**config.mk**
```make
export PLATFORM = sky130hd
export DESIGN_NAME = scroll_ticker_flat
export DESIGN_NICKNAME = d
export VERILOG_FILES = /design/src/rtl/scroll_ticker_pkg.sv /design/src/rtl/scroll_ticker_if.sv /design/src/rtl/scroll_ticker_seg7_code_dec.sv /design/src/rtl/scroll_ticker.sv /design/src/flat_wrapper.sv
export SDC_FILE = /design/constraint.sdc
export NUM_CORES = 1
export LEC_CHECK = 0
export CAP_MARGIN = 25
export CORE_MARGIN = 1.5
export CORE_UTILIZATION = 52
export DETAILED_ROUTE_END_ITERATION = 10
export MAX_ROUTING_LAYER = met4
export PLACE_DENSITY = 0.81
export SETUP_SLACK_MARGIN = 0.15
export SYNTH_ARGS = -nofsm -noshare
export SYNTH_HDL_FRONTEND = slang
export SYNTH_HIERARCHICAL = 1
export SYNTH_SLANG_ARGS = --single-unit
```
**constraint.sdc**
```tcl
create_clock -name CLOCK_50 -period 3.7 [get_ports CLOCK_50]
set_clock_uncertainty 0.2 [all_clocks]
set_input_delay 0.74 -clock CLOCK_50 [delete_from_list [all_inputs] [get_ports CLOCK_50]]
set_output_delay 0.74 -clock CLOCK_50 [all_outputs]
set_load 0.02 [all_outputs]
```
**src/rtl/scroll_ticker_pkg.sv**
```systemverilog
// Shared character/segment definitions for the scrolling seven-segment ticker.
package scroll_ticker_pkg;
  localparam int CODE_W = 2;

  typedef logic [CODE_W-1:0] code_t;
  typedef logic [6:0]        seg_t;   // bit 0 = a ... bit 6 = g, active low

  localparam code_t CH_D     = 2'd0;
  localparam code_t CH_E     = 2'd1;
  localparam code_t CH_1     = 2'd2;
  localparam code_t CH_BLANK = 2'd3;

  localparam seg_t SEG_D     = 7'b0100001;
  localparam seg_t SEG_E     = 7'b0000110;
  localparam seg_t SEG_1     = 7'b1111001;
  localparam seg_t SEG_BLANK = 7'b1111111;
endpackage

```
**src/rtl/scroll_ticker_if.sv**
```systemverilog
// Control/write/display bundle for scroll_ticker. SCROLL_TICKER_BOUNCE_EN adds the bounce input.
interface scroll_ticker_if
  import scroll_ticker_pkg::*;
#(
  parameter int NUM_DIGITS = 6,
  parameter int MSG_LEN    = 6
);
  localparam int AW = (MSG_LEN > 1) ? $clog2(MSG_LEN) : 1;

  logic                     run;
  logic                     dir;
  logic                     wr_en;
  logic [AW-1:0]            wr_addr;
  logic [CODE_W-1:0]        wr_data;
`ifdef SCROLL_TICKER_BOUNCE_EN
  logic                     bounce;
`endif
  logic [CODE_W*NUM_DIGITS-1:0] codes;
  logic [7*NUM_DIGITS-1:0]      hex;
  logic [AW-1:0]                pos;
  logic                         step;

`ifdef SCROLL_TICKER_BOUNCE_EN
  modport master (output run, dir, wr_en, wr_addr, wr_data, bounce,
                  input  codes, hex, pos, step);
  modport slave  (input  run, dir, wr_en, wr_addr, wr_data, bounce,
                  output codes, hex, pos, step);
`else
  modport master (output run, dir, wr_en, wr_addr, wr_data,
                  input  codes, hex, pos, step);
  modport slave  (input  run, dir, wr_en, wr_addr, wr_data,
                  output codes, hex, pos, step);
`endif
endinterface

```
**src/rtl/scroll_ticker_seg7_code_dec.sv**
```systemverilog
// One digit: 2-bit character code to active-low a..g segments.
module seg7_code_dec
  import scroll_ticker_pkg::*;
(
  input  code_t code,
  output seg_t  seg
);
  always_comb begin
    seg = SEG_BLANK;
    case (code)
      CH_D:    seg = SEG_D;
      CH_E:    seg = SEG_E;
      CH_1:    seg = SEG_1;
      default: seg = SEG_BLANK;
    endcase
  end
endmodule

```
**src/rtl/scroll_ticker.sv**
```systemverilog
// Scrolling message window on NUM_DIGITS seven-segment digits.
// Optional SCROLL_TICKER_BOUNCE_EN: ping-pong scrolling within 0..MSG_LEN-NUM_DIGITS.
module scroll_ticker
  import scroll_ticker_pkg::*;
#(
  parameter int NUM_DIGITS = 6,
  parameter int MSG_LEN    = 6,
  parameter int DIV_COUNT  = 50_000_000
)(
  input  logic          CLOCK_50,
  input  logic          reset,
  scroll_ticker_if.slave bus
);
  localparam int AW  = (MSG_LEN > 1) ? $clog2(MSG_LEN) : 1;
  localparam int CW  = $clog2(DIV_COUNT);
  localparam int LIM = MSG_LEN - NUM_DIGITS;

  typedef logic [AW-1:0] pos_t;

  logic [CW-1:0]                      cnt;
  pos_t                               pos_q, pos_nxt;
  logic                               tick, step_q;
  logic [MSG_LEN-1:0][CODE_W-1:0]     msg;
  logic [NUM_DIGITS-1:0][CODE_W-1:0]  win, codes_q;
  logic [NUM_DIGITS-1:0][6:0]         seg;

  assign tick = bus.run && (cnt == CW'(DIV_COUNT - 1));

  function automatic pos_t circ_next(pos_t p, logic d);
    if (!d) return (p == pos_t'(MSG_LEN - 1)) ? '0 : p + 1'b1;
    return (p == '0) ? pos_t'(MSG_LEN - 1) : p - 1'b1;
  endfunction

`ifdef SCROLL_TICKER_BOUNCE_EN
  logic bdir_q, bdir_nxt;   // 0 = heading left (incrementing)

  always_comb begin
    pos_nxt  = circ_next(pos_q, bus.dir);
    bdir_nxt = bdir_q;
    if (bus.bounce) begin
      if (LIM <= 0) begin
        pos_nxt = '0;
      end else if (pos_q > pos_t'(LIM)) begin
        // re-enter the legal range from the top, heading right
        pos_nxt  = pos_t'(LIM);
        bdir_nxt = 1'b1;
      end else if (!bdir_q) begin
        if (pos_q == pos_t'(LIM)) begin
          pos_nxt  = pos_q - 1'b1;
          bdir_nxt = 1'b1;
        end else begin
          pos_nxt  = pos_q + 1'b1;
        end
      end else begin
        if (pos_q == '0) begin
          pos_nxt  = pos_t'(1);
          bdir_nxt = 1'b0;
        end else begin
          pos_nxt  = pos_q - 1'b1;
        end
      end
    end
  end

  always_ff @(posedge CLOCK_50) begin
    if (reset)     bdir_q <= 1'b0;
    else if (tick) bdir_q <= bdir_nxt;
  end
`else
  assign pos_nxt = circ_next(pos_q, bus.dir);
`endif

  // pos+k < 2*MSG_LEN, so one conditional subtract replaces the modulo
  for (genvar k = 0; k < NUM_DIGITS; k++) begin : g_win
    logic [AW:0] raw;
    pos_t        idx;
    assign raw = {1'b0, pos_q} + (AW+1)'(k);
    assign idx = pos_t'((raw >= (AW+1)'(MSG_LEN)) ? raw - (AW+1)'(MSG_LEN) : raw);
    assign win[NUM_DIGITS-1-k] = msg[idx];
  end

  always_ff @(posedge CLOCK_50) begin
    if (reset) begin
      cnt     <= '0;
      pos_q   <= '0;
      msg     <= {MSG_LEN{CH_BLANK}};
      codes_q <= '1;
      step_q  <= 1'b0;
    end else begin
      if (tick) begin
        cnt   <= '0;
        pos_q <= pos_nxt;
      end else if (bus.run) begin
        cnt   <= cnt + 1'b1;
      end
      step_q <= tick;
      if (bus.wr_en && ({1'b0, bus.wr_addr} < (AW+1)'(MSG_LEN)))
        msg[bus.wr_addr] <= bus.wr_data;
      codes_q <= win;
    end
  end

  for (genvar i = 0; i < NUM_DIGITS; i++) begin : g_dec
    seg7_code_dec u_dec (.code(codes_q[i]), .seg(seg[i]));
  end

  assign bus.codes = codes_q;
  assign bus.hex   = seg;
  assign bus.pos   = pos_q;
  assign bus.step  = step_q;
endmodule

```
**src/flat_wrapper.sv**
```systemverilog
// flat-port wrapper written by rule: the top's interface ports become plain ports
module scroll_ticker_flat import scroll_ticker_pkg::*;
#(
  parameter int NUM_DIGITS = 6,
  parameter int MSG_LEN    = 6,
  parameter int DIV_COUNT  = 50_000_000
)
  (CLOCK_50, reset, bus_run, bus_dir, bus_wr_en, bus_wr_addr, bus_wr_data, bus_codes, bus_hex, bus_pos, bus_step);
  scroll_ticker_if #(.NUM_DIGITS(NUM_DIGITS), .MSG_LEN(MSG_LEN)) bus_i ();
  input  logic CLOCK_50;
  input  logic reset;
  input wire logic [$bits(bus_i.run)-1:0] bus_run;
  input wire logic [$bits(bus_i.dir)-1:0] bus_dir;
  input wire logic [$bits(bus_i.wr_en)-1:0] bus_wr_en;
  input wire logic [$bits(bus_i.wr_addr)-1:0] bus_wr_addr;
  input wire logic [$bits(bus_i.wr_data)-1:0] bus_wr_data;
  output wire logic [$bits(bus_i.codes)-1:0] bus_codes;
  output wire logic [$bits(bus_i.hex)-1:0] bus_hex;
  output wire logic [$bits(bus_i.pos)-1:0] bus_pos;
  output wire logic [$bits(bus_i.step)-1:0] bus_step;
  assign bus_i.run = bus_run;
  assign bus_i.dir = bus_dir;
  assign bus_i.wr_en = bus_wr_en;
  assign bus_i.wr_addr = bus_wr_addr;
  assign bus_i.wr_data = bus_wr_data;
  assign bus_codes = bus_i.codes;
  assign bus_hex = bus_i.hex;
  assign bus_pos = bus_i.pos;
  assign bus_step = bus_i.step;
  scroll_ticker #(.NUM_DIGITS(NUM_DIGITS), .MSG_LEN(MSG_LEN), .DIV_COUNT(DIV_COUNT)) u_core (.CLOCK_50(CLOCK_50), .reset(reset), .bus(bus_i));
endmodule
```
Word level (Yosys, flattened, before mapping)
Index checks and enable logic that the tools add are counted.
{"block": "totals", "ff_bits": 54, "word_cells": 99, "output_inout_bits": 58}
{"block": "op_classes", "order_cmp": 15, "n_addsub": 14, "mux": 30, "n_reduce_logical": 11, "n_eq_ne": 14}
{"op": "case mux 7 bit (3 select lines)", "count": 6}
{"op": "binary-select mux 2 bit (select 3 bit)", "count": 6}
{"op": "less-than comparator 3 x 4 -> 1 bit (second input constant)", "count": 7}
{"op": "two-way mux 3 bit", "count": 9}
{"op": "adder 26 x 1 -> 26 bit (second input constant)", "count": 1}
{"op": "equality test 26 bit (second input constant)", "count": 1}
{"op": "greater-or-equal comparator 4 x 3 -> 1 bit (second input constant)", "count": 5}
{"op": "subtractor 3 bit (second input constant)", "count": 6}
{"op": "two-way mux 2 bit", "count": 7}
{"op": "bitwise mux 12 bit", "count": 1}
{"op": "equality test 2 x 1 -> 1 bit (second input constant)", "count": 6}
{"op": "equality test 2 bit (second input constant)", "count": 6}
{"op": "zero test 2 bit", "count": 6}
{"op": "adder 3 x 2 -> 4 bit (second input constant)", "count": 2}
{"op": "adder 3 x 3 -> 4 bit (second input constant)", "count": 2}
{"op": "demux 2 bit (select 3 bit)", "count": 1}
{"op": "adder 3 x 1 -> 4 bit (second input constant)", "count": 1}
{"op": "adder 3 x 1 -> 3 bit (second input constant)", "count": 1}
{"op": "equality test 3 bit (second input constant)", "count": 1}
{"op": "greater-or-equal comparator 3 x 1 -> 1 bit (second input constant)", "count": 1}
{"op": "greater-or-equal comparator 3 bit (second input constant)", "count": 1}
{"op": "logical AND 1 bit", "count": 3}
{"op": "zero test 3 bit", "count": 1}
{"op": "less-than comparator 3 bit (second input constant)", "count": 1}
{"op": "2 further kinds", "count": 2}

Logic depth before layout (Yosys ltp)
{"block": "depth", "word_depth": 5, "depth_mapped": 9, "depth_no_buf": 6}

Cells and area by module
The synthesis kept the hierarchy.
{"mod": "scroll_ticker", "n_inst": 1, "area_each_um2": 3049.2, "cells_each": 360}
{"mod": "seg7_code_dec", "n_inst": 6, "area_each_um2": 43.8, "cells_each": 7}

Worst setup path after synthesis
No wires, ideal clock.
{"block": "synth_timing", "path_type": "register -> register", "start": "register u_core.pos_q[0], in the netlist u_core/bus.pos[0]", "end": "register u_core.codes_q, in the netlist u_core/bus.codes[8]", "path_stages_with_launch": 9, "setup_slack_ns": 0.874, "t_arrival_ns": 2.497, "synth_period_minus_slack_ns": 2.826, "cell_sequence": "dfxtp_1 -> clkbuf_1 -> buf_2 -> inv_1 -> ha_1 -> clkbuf_1 -> mux4_2 -> a21oi_1 -> o211ai_1"}
{"block": "synth_between", "elab_chain_len": 5}
{"element": "start: declaration", "line_no": "scroll_ticker.sv:21", "text": "pos_t pos_q, pos_nxt;"}
{"element": "start signal: assignment", "line_no": "scroll_ticker.sv:92", "text": "pos_q <= pos_nxt;"}
{"element": "adder 3 x 1 -> 4 bit (*)", "line_no": "scroll_ticker.sv:77", "text": "assign raw = {1'b0, pos_q} + (AW+1)'(k);"}
{"element": "greater-or-equal comparator 4 x 3 -> 1 bit / subtractor 3 bit (equally long branches)", "line_no": "scroll_ticker.sv:78", "text": "assign idx = pos_t'((raw >= (AW+1)'(MSG_LEN)) ? raw - (AW+1)'(MSG_LEN) : raw);"}
{"element": "two-way mux 3 bit (*)", "line_no": "scroll_ticker.sv:78"}
{"element": "binary-select mux 2 bit (select 3 bit) (*)", "line_no": "scroll_ticker.sv:79", "text": "assign win[NUM_DIGITS-1-k] = msg[idx];"}
{"element": "two-way mux 2 bit (not written as such) (*)", "line_no": "scroll_ticker.sv:79"}
{"element": "end signal: assignment", "line_no": "scroll_ticker.sv:99", "text": "codes_q <= win;"}
{"element": "end: declaration", "line_no": "scroll_ticker.sv:24", "text": "logic [NUM_DIGITS-1:0][CODE_W-1:0] win, codes_q;"}
Mark *: on every way between the ends. The rest lies on a longest branch, timed or not. The select of a mux whose other input is x is not followed.
A chain may end at the register's enable or synchronous reset.

Worst setup path after layout
{"block": "layout_timing", "start": "input bus_run", "end": "register u_core.cnt[25]"}
{"block": "layout_between", "elab_chain_len": 2}
{"element": "start: declaration", "line_no": "flat_wrapper.sv:12", "text": "input wire logic [$bits(bus_i.run)-1:0] bus_run;"}
{"element": "logical AND 1 bit", "line_no": "scroll_ticker.sv:27", "text": "assign tick = bus.run && (cnt == CW'(DIV_COUNT - 1));"}
{"element": "OR reduction 2 bit (no source line)"}
{"element": "end signal: assignment", "line_no": "scroll_ticker.sv:94", "text": "cnt <= cnt + 1'b1;"}
{"element": "end: declaration", "line_no": "scroll_ticker.sv:20", "text": "logic [CW-1:0] cnt;"}
Several ways; a longest one is shown, not always the timed one.

==> impl_metrics.py <==
metrics = {
    "clock_network": {
        "numCtsBuffers": 5,
        "cts-root-buf": "clkbuf_8",
        "ctsResizeCount": 0,
        "cts_hold_buffers": 0,
        "clk_latency_ns": 0.31,
        "cts_tree": "built",
        "clkTransAtPathRegs_ns": 0.09,
        "clkSinkCount": 54,
        "htree_num_levels": 2,
        "cts_max_path_buffers": 2,
        "cts_setup_buffers": 0,
    },
    "layout": {
        "drive_above_1_share_pct": 5.61,
        "register_area_mm2": 0.00108,
        "antennaDiodeCount": 0,
        "multiInputGateArea_mm2": 0.00188,
        "finish.utilization_pct": 64.8,
        "nFillCells": 517,
        "final_nets": 448,
        "area_growth_pct": 17.9,
    },
    "setup_path": {
        "reg2reg_depth": 5,
        "crit_required_ns": 3.74,
        "cp.arrival_ns": 2.95,
        "r2r_slack_ns": 1.14,
        "crit_path_end_kind": "flip-flop",
        "r2r_end": "u_core/cnt[24]",
        "timing.rr.start": "u_core/cnt[0]",
        "critPathMaxFanout": 14,
        "start_kind": "input pin",
        "path_class": "in2reg",
    },
    "detailed_routing": {
        "drt-initial-drc-count": 225,
        "routed_wl_um": 7210,
        "wl_per_cell_um": 14.3,
        "drcViolationCount": 0,
        "num_vias": 2974,
        "drtPass1Iterations": 5,
        "postRouteAntennaNets": 0,
        "viasPerCell": 5.91,
    },
    "die": {
        "io_pins": 68,
        "core_mm2": 0.00603,
        "initial_core_util_pct": 55.0,
        "num_rows": 28,
        "die_x_um": 82.8,
        "dieArea_mm2": 0.00686,
        "die_y_um": 82.8,
    },
    "placed_design": {
        "port_buffers": 67,
        "place_hpwl_um": 5210,
        "place_congestion": 0.904,
        "place_ws_ns": 0.489,
    },
    "run": {
        "drv_cap": 0,
    },
    "timing": {
        "period_share_pct": 78.5,
        "hold_viol": 0,
        "finalMaxSlewViolations": 0,
        "slew_headroom_pct": 46.0,
        "setup_tns_ns": 0,
        "setup_ws_ns": 0.796,
        "worst_pin_slew_ns": 0.804,
        "setup_violations": 0,
        "max_freq_ghz": 0.344,
        "rsz0062_at_grt": "false",
        "final.min_clock_period_ns": 2.90,
    },
    "global_routing": {
        "grt_first_pass_wirelength_um": 12000,
        "grt_pass1_vias": 2603,
        "grt_max_degree": 23,
        "antenna_found_initial": 0,
        "track_usage_pct": 21.0,
        "grt-ovfl-total": 0,
    },
    "yosys": {
        "synth_cells": 402,
        "ys_ff_latch": 54,
        "synth_edf_count": 0,
        "ys_seq_area_share_pct": 32.6,
        "ys.flop_type": "dfxtp_1",
        "synth_area_leaders": "dfxtp_1 33%, mux2i_1 7.3%, buf_4 5.7%, ha_1 4.2%, a21oi_1 3.8%",
        "ys_types": 51,
        "synth_top_area_share_pct": 32.6,
        "syn_area_mm2": 0.00331,
        "ys_async_sr_fraction_pct": 0,
        "synth.avg_cell_area_um2": 8.24,
        "syn-num-nets": 423,
        "yosysWarnings": 6,
        "yosysTopAreaCell": "dfxtp_1",
    },
    "hold_path": {
        "min_to": "u_core/msg[9]",
        "hold_depth": 2,
        "min_path_type": "reg2reg",
        "hold_start": "u_core/msg[9]",
    },
    "power": {
        "irDropWorstVdd_mv": 0.202,
        "total_power_mw": 1.02,
        "pwr-share-seq_pct": 58.3,
        "pwr-share-clk_pct": 33.9,
        "swShare_pct": 23.9,
        "combPwrFrac_pct": 7.8,
        "p_int_uw": 776,
        "power.switching_uw": 243,
        "leakage_nw": 1.31,
        "powerDensity_mw_per_mm2": 261,
    },
    "run_status": {
        "status": "finished, final reports clean",
    },
}
## Yosys cell counts, types with 8 or more instances
cell	instances
dfxtp_1	54
xnor2_1	8
clkbuf_1	25
nand2_1	33
a21oi_1	25
nand3_1	12
inv_1	14
nor3_1	10
nor2_1	22
or4_1	8
or3_1	11
mux2i_1	24
buf_4	25
o21ai_0	24
nand4_1	9
nand2b_1	13
ha_1	11
## through the flow
step / cell area (µm²) / cells / hold WS (ns)
CTS: 3900 / 503 / 0.309
global placement: 3810 / 495 / 0.279
global route: 3900 / 503 / 0.326
detailed placement: 3810 / 495 / 0.286
finish: 3900 / 503 / 0.308
floorplan: 3310 / 402 / 0.252
## kinds of logic (layout without fill, tap and decap cells)
group / Yosys count / in the layout / synth area share, %
and+or+nand+nor: 145 / 145 / 23.8
AOI/OAI and AO/OA: 81 / 81 / 15.7
buffers and inverters: 68 / 94 / 10.7
DFF: 54 / 54 / 32.6
muxes: 30 / 30 / 9.63
xor gates and xnor gates: 13 / 13 / 3.44
adders and majority gates: 11 / 11 / 4.16
## registers in the layout (all words and copies together), names as in the netlist
signal and cells:
u_core/bus.codes 12, u_core/bus.pos 3, u_core/bus.step 1, u_core/cnt 26, u_core/msg 12
## critical path: stages
cell             delay, ns
clkdlybuf4s50_1       0.59
nand4_1               0.18
or4_1                 0.75
or4_1                 0.54
a21oi_1               0.15
## power by group through the flow
stage	combinational (mW)	sequential, mW	clock [mW]
2_1_floorplan	0.0461	0.608	0
3_3_place_gp	0.0769	0.607	0
3_5_place_dp	0.0784	0.608	0
4_1_cts	0.0788	0.594	0.353
5_1_grt	0.0852	0.595	0.370
6_report	0.0794	0.594	0.345
## per-layer routing
layer | global-route usage, % | vias to the layer above | part of all wire, %
met5 | - | - | 0
met4 | 5.00 | 0 | 0.90
met3 | 4.08 | 8 | 6.9
met2 | 32.3 | 133 | 44
met1 | 28.6 | 1367 | 48
li1 | - | 1466 | -
## how the worst max path moves through the flow
stage                                 start             endpoint  depth (start not counted)
after floorplan           u_core/bus.pos[0]  u_core/bus.codes[8]                          8
after global placement              bus_run       u_core/cnt[25]                          5
after detailed placement            bus_run       u_core/cnt[25]                          5
after CTS                           bus_run       u_core/cnt[25]                          5
after global routing                bus_run       u_core/cnt[24]                          5
final                               bus_run       u_core/cnt[25]                          5
## area by class of cell
cell class / instances / area share [%]
flip-flops and latches: 54 / 27.7
clock inverters: 1 / 0.128
repair buffers: 72 / 18.1
well taps: 75 / 2.40
clock buffers: 7 / 2.21
inverters: 14 / 1.35
multi-input cells: 280 / 48.1
## placed cells by master, fill, tap and decap left out, types with 6 or more instances in the layout
| cell | count |
|---|---|
| nand2_1 | 33 |
| nand2b_1 | 13 |
| clkdlybuf4s50_1 | 67 |
| mux2i_1 | 24 |
| inv_1 | 14 |
| clkbuf_8 | 6 |
| ha_1 | 11 |
| o21ai_0 | 24 |
| nand4_1 | 9 |
| or4_1 | 8 |
| xnor2_1 | 8 |
| or3_1 | 11 |
| nor3_1 | 10 |
| a21oi_1 | 25 |
| dfxtp_1 | 54 |
| nand3_1 | 12 |
| nor2_1 | 22 |
(Power assumes the default switching activity.)
